**src/rtl/uart_pkg.sv**
```systemverilog
// Shared UART definitions: receiver/transmitter state encoding and default bit timing.
// Latency: n/a (package only).
// Backpressure: n/a (package only).
package uart_pkg;

  // 50 MHz system clock / 115200 baud
  localparam int CLKS_PER_BIT_DEFAULT = 434;

  typedef enum logic [2:0] {
    ST_IDLE      = 3'd0,
    ST_START     = 3'd1,
    ST_DATA      = 3'd2,
    ST_STOP      = 3'd3,
    ST_WAIT_HIGH = 3'd4
  } rx_state_e;

  // Bits needed to hold the values 0..n-1 (never less than 1).
  function automatic int cnt_width(input int n);
    return (n <= 2) ? 1 : $clog2(n);
  endfunction

endpackage

```
**src/rtl/uart_rx_fifo_if.sv**
```systemverilog
// Bundle between the UART receive FIFO and the memory stage that drains it.
// Latency: n/a (wires only).
// Backpressure: none; the FIFO drops bytes when full and flags overflow.
// Signals: rx (serial line in), rdreq (pop), empty, q (popped byte),
//          usedw (byte count), overflow (sticky drop flag), frame_err (pulse).
interface uart_rx_fifo_if #(
  parameter int DEPTH_LOG2 = 4
) ();
  logic                  rx;
  logic                  rdreq;
  logic                  empty;
  logic [7:0]            q;
  logic [DEPTH_LOG2:0]   usedw;
  logic                  overflow;
  logic                  frame_err;

  // FIFO side
  modport slave (
    input  rx, rdreq,
    output empty, q, usedw, overflow, frame_err
  );

  // Memory stage / line driver side
  modport master (
    output rx, rdreq,
    input  empty, q, usedw, overflow, frame_err
  );
endinterface

```
**src/rtl/uart_rx_core.sv**
```systemverilog
// UART 8N1 receiver: 2-flop synchronizer plus bit-timing FSM, emits one byte per good frame.
// Latency: byte_vld pulses one cycle after the stop bit is sampled.
// Backpressure: none; the consumer must accept byte_vld on the cycle it is high.
// Ports: clk, rst (sync, active-high), rx (async line), byte_dat/byte_vld (received byte),
//        frame_err (one-cycle pulse when the stop bit is sampled low).
module uart_rx_core
  import uart_pkg::*;
#(
  parameter int CLKS_PER_BIT = CLKS_PER_BIT_DEFAULT
) (
  input  logic       clk,
  input  logic       rst,
  input  logic       rx,
  output logic [7:0] byte_dat,
  output logic       byte_vld,
  output logic       frame_err
);

  localparam int                BAUD_W    = cnt_width(CLKS_PER_BIT);
  localparam logic [BAUD_W-1:0] BIT_LAST  = BAUD_W'(CLKS_PER_BIT - 1);
  localparam logic [BAUD_W-1:0] HALF_LAST = BAUD_W'(CLKS_PER_BIT / 2 - 1);

  rx_state_e         state_q, state_d;
  logic [BAUD_W-1:0] baud_q, baud_d;
  logic [2:0]        bit_cnt_q, bit_cnt_d;
  logic [7:0]        shift_q, shift_d;
  logic              vld_q, vld_d;
  logic              ferr_q, ferr_d;
  logic              rx_s1_q, rx_s1_d;
  logic              rx_s2_q, rx_s2_d;
  logic              rx_sync;

  assign rx_sync = rx_s2_q;

  always_comb begin
    state_d   = state_q;
    baud_d    = baud_q;
    bit_cnt_d = bit_cnt_q;
    shift_d   = shift_q;
    vld_d     = 1'b0;
    ferr_d    = 1'b0;
    rx_s1_d   = rx;
    rx_s2_d   = rx_s1_q;

    case (state_q)
      ST_IDLE: begin
        baud_d    = '0;
        bit_cnt_d = '0;
        if (!rx_sync) state_d = ST_START;
      end
      // Re-check the start bit near its middle; a high line means it was a glitch.
      ST_START: begin
        if (baud_q == HALF_LAST) begin
          baud_d  = '0;
          state_d = rx_sync ? ST_IDLE : ST_DATA;
        end else begin
          baud_d = baud_q + 1'b1;
        end
      end
      ST_DATA: begin
        if (baud_q == BIT_LAST) begin
          baud_d    = '0;
          shift_d   = {rx_sync, shift_q[7:1]};  // LSB arrives first
          bit_cnt_d = bit_cnt_q + 3'd1;
          if (bit_cnt_q == 3'd7) state_d = ST_STOP;
        end else begin
          baud_d = baud_q + 1'b1;
        end
      end
      ST_STOP: begin
        if (baud_q == BIT_LAST) begin
          baud_d = '0;
          if (rx_sync) begin
            vld_d   = 1'b1;
            state_d = ST_IDLE;
          end else begin
            ferr_d  = 1'b1;
            state_d = ST_WAIT_HIGH;
          end
        end else begin
          baud_d = baud_q + 1'b1;
        end
      end
      // A low stop bit may be a break; do not hunt for a start edge until the line idles.
      ST_WAIT_HIGH: begin
        if (rx_sync) state_d = ST_IDLE;
      end
      default: state_d = ST_IDLE;
    endcase
  end

  always_ff @(posedge clk) begin
    if (rst) begin
      state_q   <= ST_IDLE;
      baud_q    <= '0;
      bit_cnt_q <= '0;
      shift_q   <= '0;
      vld_q     <= 1'b0;
      ferr_q    <= 1'b0;
      rx_s1_q   <= 1'b1;
      rx_s2_q   <= 1'b1;
    end else begin
      state_q   <= state_d;
      baud_q    <= baud_d;
      bit_cnt_q <= bit_cnt_d;
      shift_q   <= shift_d;
      vld_q     <= vld_d;
      ferr_q    <= ferr_d;
      rx_s1_q   <= rx_s1_d;
      rx_s2_q   <= rx_s2_d;
    end
  end

  // shift_q is stable while vld_q is high because the FSM sits in IDLE.
  assign byte_dat  = shift_q;
  assign byte_vld  = vld_q;
  assign frame_err = ferr_q;

endmodule

```
**src/rtl/uart_rx_fifo.sv**
```systemverilog
// UART receiver feeding a 2**DEPTH_LOG2-byte FIFO popped by the memory stage.
// Latency: q valid one cycle after a pop; empty/usedw update one cycle after push/pop.
// Backpressure: none toward the line; a byte arriving while full is dropped and overflow sticks.
// Ports: clk, rst (sync, active-high), bus (slave modport: rx, rdreq in; empty, q, usedw,
//        overflow, frame_err out).
module uart_rx_fifo
  import uart_pkg::*;
#(
  parameter int CLKS_PER_BIT = CLKS_PER_BIT_DEFAULT,
  parameter int DEPTH_LOG2   = 4
) (
  input  logic            clk,
  input  logic            rst,
  uart_rx_fifo_if.slave   bus
);

  localparam int                  DEPTH    = 1 << DEPTH_LOG2;
  localparam logic [DEPTH_LOG2:0] FULL_CNT = (DEPTH_LOG2 + 1)'(DEPTH);

  logic [7:0] rx_byte_dat;
  logic       rx_byte_vld;

  uart_rx_core #(
    .CLKS_PER_BIT (CLKS_PER_BIT)
  ) u_core (
    .clk       (clk),
    .rst       (rst),
    .rx        (bus.rx),
    .byte_dat  (rx_byte_dat),
    .byte_vld  (rx_byte_vld),
    .frame_err (bus.frame_err)
  );

  logic [7:0]            mem_q [DEPTH];
  logic [DEPTH_LOG2-1:0] wr_ptr_q, wr_ptr_d;
  logic [DEPTH_LOG2-1:0] rd_ptr_q, rd_ptr_d;
  logic [DEPTH_LOG2:0]   count_q, count_d;
  logic [7:0]            q_q, q_d;
  logic                  overflow_q, overflow_d;
  logic                  empty, full, pop, push;

  assign empty = (count_q == '0);
  assign full  = (count_q == FULL_CNT);
  assign pop   = bus.rdreq && !empty;
  // When full, a same-cycle pop frees the slot the push lands in (wr_ptr == rd_ptr).
  assign push  = rx_byte_vld && (!full || pop);

  always_comb begin
    wr_ptr_d   = wr_ptr_q;
    rd_ptr_d   = rd_ptr_q;
    count_d    = count_q;
    q_d        = q_q;
    overflow_d = overflow_q;

    if (push) wr_ptr_d = wr_ptr_q + 1'b1;
    if (pop) begin
      rd_ptr_d = rd_ptr_q + 1'b1;
      q_d      = mem_q[rd_ptr_q];
    end
    case ({push, pop})
      2'b10:   count_d = count_q + 1'b1;
      2'b01:   count_d = count_q - 1'b1;
      default: count_d = count_q;
    endcase
    if (rx_byte_vld && !push) overflow_d = 1'b1;
  end

  always_ff @(posedge clk) begin
    if (rst) begin
      wr_ptr_q   <= '0;
      rd_ptr_q   <= '0;
      count_q    <= '0;
      q_q        <= 8'h00;
      overflow_q <= 1'b0;
    end else begin
      wr_ptr_q   <= wr_ptr_d;
      rd_ptr_q   <= rd_ptr_d;
      count_q    <= count_d;
      q_q        <= q_d;
      overflow_q <= overflow_d;
    end
  end

  // Storage is left unreset so it maps onto plain RAM; reads see the pre-write value.
  always_ff @(posedge clk) begin
    if (push) mem_q[wr_ptr_q] <= rx_byte_dat;
  end

  assign bus.empty    = empty;
  assign bus.usedw    = count_q;
  assign bus.q        = q_q;
  assign bus.overflow = overflow_q;

endmodule

```
**src/flat_wrapper.sv**
```systemverilog
// flat-port wrapper written by rule: the top's interface ports become plain ports
module uart_rx_fifo_flat import uart_pkg::*;
#(
  parameter int CLKS_PER_BIT = CLKS_PER_BIT_DEFAULT,
  parameter int DEPTH_LOG2   = 4
)
  (clk, rst, bus_rx, bus_rdreq, bus_empty, bus_q, bus_usedw, bus_overflow, bus_frame_err);
  uart_rx_fifo_if #(.DEPTH_LOG2(DEPTH_LOG2)) bus_i ();
  input  logic clk;
  input  logic rst;
  input wire logic [$bits(bus_i.rx)-1:0] bus_rx;
  input wire logic [$bits(bus_i.rdreq)-1:0] bus_rdreq;
  output wire logic [$bits(bus_i.empty)-1:0] bus_empty;
  output wire logic [$bits(bus_i.q)-1:0] bus_q;
  output wire logic [$bits(bus_i.usedw)-1:0] bus_usedw;
  output wire logic [$bits(bus_i.overflow)-1:0] bus_overflow;
  output wire logic [$bits(bus_i.frame_err)-1:0] bus_frame_err;
  assign bus_i.rx = bus_rx;
  assign bus_i.rdreq = bus_rdreq;
  assign bus_empty = bus_i.empty;
  assign bus_q = bus_i.q;
  assign bus_usedw = bus_i.usedw;
  assign bus_overflow = bus_i.overflow;
  assign bus_frame_err = bus_i.frame_err;
  uart_rx_fifo #(.CLKS_PER_BIT(CLKS_PER_BIT), .DEPTH_LOG2(DEPTH_LOG2)) u_core (.clk(clk), .rst(rst), .bus(bus_i));
endmodule
```
**config.mk**
```make
export PLATFORM = sky130hd
export DESIGN_NAME = uart_rx_fifo_flat
export DESIGN_NICKNAME = d
export VERILOG_FILES = /design/src/rtl/uart_pkg.sv /design/src/rtl/uart_rx_fifo_if.sv /design/src/rtl/uart_rx_core.sv /design/src/rtl/uart_rx_fifo.sv /design/src/flat_wrapper.sv
export SDC_FILE = /design/constraint.sdc
export NUM_CORES = 1
export LEC_CHECK = 0
export ABC_AREA = 1
export BUFFER_PORTS_ARGS = -buffer_cell sky130_fd_sc_hd__buf_2
export CORE_UTILIZATION = 45
export CTS_CLUSTER_DIAMETER = 60
export DETAILED_ROUTE_END_ITERATION = 10
export SYNTH_ARGS = -nofsm -noshare
export SYNTH_HDL_FRONTEND = slang
export SYNTH_HIERARCHICAL = 1
export SYNTH_SLANG_ARGS = --single-unit
```
**constraint.sdc**
```tcl
create_clock -name clk -period 1.8 [get_ports clk]
set_input_delay 0.54 -clock clk [delete_from_list [all_inputs] [get_ports clk]]
set_output_delay 0.54 -clock clk [all_outputs]
set_load 0.03 [all_outputs]
```
# ---- Word-level counts from Yosys, hierarchy flattened
# Memories as Yosys holds them, arrays and structs flattened. A register that Yosys moved wholly into a read port is not among the register bits.
# Index checks and enable logic that the tools add are counted.
dict set report totals {
  ramBits 128
  mem_count 1
  wordCells 73
  in_bits 4
  output_inout_bits 16
  reg_bits 41
}
dict set report classes {
  n_addsub 6
  eq_ne 16
  mux 19
  n_bitwise 2
  n_reduce_logical 17
}
# name words width read_ports rd_ports_with_merged_regs wr line_no
set memory_table {}
lappend memory_table {u_core.mem_q 16 8 1 1 1 uart_rx_fifo.sv:34} ;# logic [7:0] mem_q [DEPTH];
# op count
set op_table {}
lappend op_table {{$pmux 9 s3} 1}
lappend op_table {{$mux 3} 8}
lappend op_table {{$mux 9} 2}
lappend op_table {{$pmux 3 s5} 1}
lappend op_table {{$ne 2x2->1 const B} 6}
lappend op_table {{$pmux 5 s2} 1}
lappend op_table {{$add 9x1->9 const B} 1}
lappend op_table {{$eq 9x8->1 const B} 1}
lappend op_table {{$eq 9x9->1 const B} 1}
lappend op_table {{$add 4x1->4 const B} 2}
lappend op_table {{$eq 3x2->1 const B} 2}
lappend op_table {{$eq 3x3->1 const B} 2}
lappend op_table {{$pmux 3 s2} 1}
lappend op_table {{$reduce_and 6->1} 1}
lappend op_table {{$add 5x1->5 const B} 1}
lappend op_table {{$eq 5x5->1 const B} 1}
lappend op_table {{$logic_not 5->1} 1}
lappend op_table {{$sub 5x1->5 const B} 1}
lappend op_table {{$mux 1} 4}
lappend op_table {{$reduce_and 2->1} 2}
lappend op_table {{$reduce_bool 2->1} 2}
lappend op_table {{$add 3x1->3 const B} 1}
lappend op_table {{$eq 3x1->1 const B} 1}
lappend op_table {{$logic_and 1x1->1} 3}
lappend op_table {{10 further kinds} 13}

# ---- Logic depth before layout (Yosys ltp)
dict set report logic_depth {
  word_depth 7
  ltp_mapped 13
  ltp_nobuf 13
}

# ---- Modules after synthesis
# Netlist, hierarchy kept.
# module cells_each seq_area_each_um2 n_inst area_per_inst_um2
set by_module_without_submodules {}
lappend by_module_without_submodules {uart_rx_fifo 665 4284.1 1 6592.6}
lappend by_module_without_submodules {uart_rx_core 182 540.5 1 1355.0}

# ---- Least setup slack after synthesis
# No wires, ideal clock.
dict set report synth_timing {
  path_type {reg-to-reg}
  startpoint {register u_core.count_q[1] (netlist: u_core/bus.usedw[1])}
  endpoint {register u_core.count_q[4] (netlist: u_core/bus.usedw[4])}
  setup_time_ns 0.116
  period_less_slack_ns 1.940
  setup_slack_ns -0.140
  required_time_ns 1.684
  path_stages_with_launch 12
  path_buffers 0
  arrival_time_ns 1.824
  cell_sequence {dfxtp_1 > nor2_1 > nand3_2 > nand2_2 > inv_2 > nand2_2 > fa_1 > nand3b_1 > nand3_1 > nand2_1 > a21oi_1 > nor2_1}
}
dict set report synth_via {
  elab_chain_len 7
  elab_cells_between_ends 13
  cone_classes {add/sub: 2; eq/ne: 3; mux: 1; reduce/logical: 7}
}
# item line_no
set synth_lines {}
lappend synth_lines {{start: declaration} uart_rx_fifo.sv:37} ;# logic [DEPTH_LOG2:0] count_q, count_d;
lappend synth_lines {{start signal: assignment} uart_rx_fifo.sv:78} ;# count_q <= count_d;
lappend synth_lines {{$logic_not 5->1} uart_rx_fifo.sv:42} ;# assign empty = (count_q == '0);
lappend synth_lines {{$logic_not 1->1} uart_rx_fifo.sv:44} ;# assign pop = bus.rdreq && !empty;
lappend synth_lines {{$logic_and 1x1->1} uart_rx_fifo.sv:44}
lappend synth_lines {{$logic_or 1x1->1} uart_rx_fifo.sv:46} ;# assign push = rx_byte_vld && (!full || pop);
lappend synth_lines {{$logic_and 1x1->1} uart_rx_fifo.sv:46}
lappend synth_lines {{$eq 2x1->1 / $eq 2x2->1 (equally long branches)} uart_rx_fifo.sv:60} ;# case ({push, pop})
lappend synth_lines {{$pmux 5 s2 / $reduce_bool 2->1 (equally long branches)} n/a}
# Several ways; a longest one is shown, not always the timed one.
# A chain may end at the register's enable or synchronous reset.

# ---- Worst setup path after layout
dict set report layout_timing {
  startpoint {register u_core.count_q[2] (netlist: u_core/bus.usedw[2])}
  endpoint {output port bus_empty}
}
dict set report layout_via {
  elab_chain_len 1
}
# item line_no
set layout_lines {}
lappend layout_lines {{$logic_not 5->1} uart_rx_fifo.sv:42}
lappend layout_lines {{end: declaration} flat_wrapper.sv:13} ;# output wire logic [$bits(bus_i.empty)-1:0] bus_empty;
# No other way between the ends.

==> out/qor.yml <==
outcome: "finished clean"
p_seq_share_pct: 52.1
hp-class: "primary input to flop"
place_area_mm2: 0.00850
clock-root-buffer: "clkbuf_16"
final_area_mm2: 0.00912
max_freq_mhz: 577
tightestPinTransition_ns: 0.666
r2r_start: "u_core/bus.usedw[4]"
num_vias: 5562
crit_required_ns: 1.26
cpMaxStageDelayCell: "dfxtp_2"
grt_use_total_pct: 20.2
synth_cell_type_count: 34
finalCritPeriodShare_pct: 96.3
ir_worst_vdd_uv: 673
wl_per_cell_um: 15.2
post-route-min-period_ns: 1.73
rr_endpoint: "u_core/mem_q[3][5]"
setup_tns_ns: 0
p_per_area_mw_per_mm2: 935
overflow: 0
cts_tree: "yes"
clockBufferDepth: 2
gp_congestion: 0.806
netlist.area_leader.share_pct: 48.4
drive_gt1_share_pct: 16.2
final_cell_mix: "nand2_1, edfxtp_1, nand3_1"
total_power_uw: 8530
hold_viol: 0
utilization_pct: 52.7
ios: 20
core_mm2: 0.0173
htreeDepth: 4
crit_end: "bus_empty"
yosysWarnings: 6
cts_buffers: 17
cts_num_sinks: 177
drt_pass1_iterations: 5
nets: 921
cpPeakStageDelay_ns: 0.33
start_kind: "flop"
clkPwrFrac_pct: 40.9
path_class: "flop to output pin"
nFillCells: 1574
power.internal_uw: 6480
slew_viol_final: 0
ant_nets: 0
antenna_found_initial: 0
drt_iter0_markers: 424
cp.arrival_ns: 1.19
viasPerCell: 4.87
setup_violations: 0
worstRegToRegCells: 7
diodes: 0
holdPathStages: 2
row_count: 48
ys_ff_latch: 177
path_cells: "nor2_4 -> nand3_2 -> inv_1 -> buf_4"
rsz0062_at_grt: "no"
syn_to_final_growth_pct: 14.7
syn_inst: 847
syn_area_mm2: 0.00795
syn_area_per_cell_um2: 9.38
wirelength_mm: 17.3
layout_commonest_cell: "nand2_1"
die-height_um: 135
p_leak_uw: 0.00401
netlist_top_cells_area: "edfxtp_1, dfxtp_1, nand2_1"
worst_setup_path_end_kind: "output pin"
clock_latency_ns: 0.43
synth_nets: 865
drc_errors: 0
initial_core_util_pct: 45.9
path_max_fanout: 2
grt_max_degree: 41
grt_pass1_vias: 4989
worst_slew_margin_rel_pct: 55.4
fin_skew_ns: 0.00952
grt_pass1_wl_mm: 27.2
die_x_um: 135
portBuffers: 19
dp_hpwl_mm: 11.9
r2r_slack_ns: 0.11
switching_share_pct: 24.0
switching_power_uw: 2050
drv_cap: 0
die_area_mm2: 0.0182
combinationalPowerShare_pct: 7.0
startpoint: "u_core/bus.usedw[2]"
synth_area_leader_cell: "edfxtp_1"
synth-seq-area-share_pct: 60.7
path_clk_slew_ns: 0.07
==> critical path, delay by kind of cell, from the launching register on <==
| family | cells | cell delay (ns) |
|---|---|---|
| buffers and inverters | 2 | 0.22 |
| flip-flops | 1 | 0.33 |
| AND/OR/NAND/NOR | 2 | 0.22 |
==> flip-flops by register name, indices dropped and copies added (netlist names) <==
signal,cells
u_core/rd_ptr_q,4
u_core/wr_ptr_q,4
u_core/u_core/baud_q,9
u_core/u_core/state_q,3
u_core/u_core/rx_s1_q,1
u_core/bus.overflow,1
u_core/u_core/byte_dat,8
u_core/u_core/byte_vld,1
u_core/u_core/rx_s2_q,1
u_core/u_core/bit_cnt_q,3
u_core/u_core/frame_err,1
u_core/bus.q,8
u_core/bus.usedw,5
u_core/mem_q,128
==> cell type report <==
| type | instances | area, um^2 | share of cell area, % |
|---|---|---|---|
| clock buffer | 17 | 425 | 4.67 |
| clock inverter | 15 | 136 | 1.50 |
| inverter | 116 | 435 | 4.78 |
| multi-input combinational | 521 | 2500 | 27.4 |
| sequential | 177 | 4830 | 53.0 |
| tap | 225 | 282 | 3.09 |
| timing repair buffer | 70 | 505 | 5.54 |
==> stage by stage <==
stage | setup WS, ns | cells | hold slack, ns
detailed placement | -0.143 | 1108 | 0.408
finish | 0.0658 | 1141 | 0.295
floorplan | 0.000882 | 847 | 0.389
global placement | -0.128 | 1108 | 0.419
CTS | 0.0119 | 1140 | 0.278
global route | 0.00166 | 1141 | 0.283
==> worst min-delay path by stage <==
| stage | startpoint | to |
|---|---|---|
| 3_5_place_dp | u_core/u_core/rx_s1_q | u_core/u_core/rx_s2_q |
| 5_1_grt | bus_rx | u_core/u_core/rx_s1_q |
| 6_report | bus_rx | u_core/u_core/rx_s1_q |
| 4_1_cts | bus_rx | u_core/u_core/rx_s1_q |
| 3_3_place_gp | u_core/u_core/rx_s1_q | u_core/u_core/rx_s2_q |
| 2_1_floorplan | u_core/u_core/rx_s1_q | u_core/u_core/rx_s2_q |
==> cells by family after synthesis <==
| logic type | after synthesis | share of synthesized area (%) |
|---|---|---|
| buffers and inverters | 149 | 8.49 |
| and+or+nand+nor | 452 | 24.7 |
| adders and majority gates | 14 | 2.30 |
| AOI/OAI and AO/OA | 51 | 3.37 |
| xor gates and xnor gates | 4 | 0.441 |
| DFF | 177 | 60.7 |
==> cell usage after synthesis, drive strengths merged <==
master and count:
buf 28, dfxtp 49, inv 114, o21ai 30
nand2 231, a211oi 1, edfxtp 128, fa 1
nand3b 2, xor2 2, nor2 103, or2 2
o21bai 1, nor3 5, xnor2 2, clkinv 2
clkbuf 5, nand3 109, ha 13, a21oi 19
==> repair_timing <==
action | CTS | global route
setup buffers | 0 | 1
pin swaps | 0 | 1
setup endpoints to repair | 2 | 4
gates cloned | 0 | 0
hold buffers | 0 | 0
gates resized for setup | 2 | 7
==> power groups by stage <==
stage / Combinational (uW) / Clock, uW / Sequential, uW
6_report: 597 / 3480 / 4450
5_1_grt: 699 / 3710 / 4450
4_1_cts: 608 / 3550 / 4440
3_5_place_dp: 608 / 0 / 4530
3_3_place_gp: 608 / 0 / 4530
2_1_floorplan: 544 / 0 / 4490
==> metal layers <==
| metal | share of wire (%) | global-route usage, % |
|---|---|---|
| met1 | 47 | 27.5 |
| met2 | 47 | 31.3 |
| met3 | 4.2 | 4.28 |
| met4 | 1.9 | 8.24 |
| met5 | 0 | 0 |
Power figures use the tool's default switching activity.
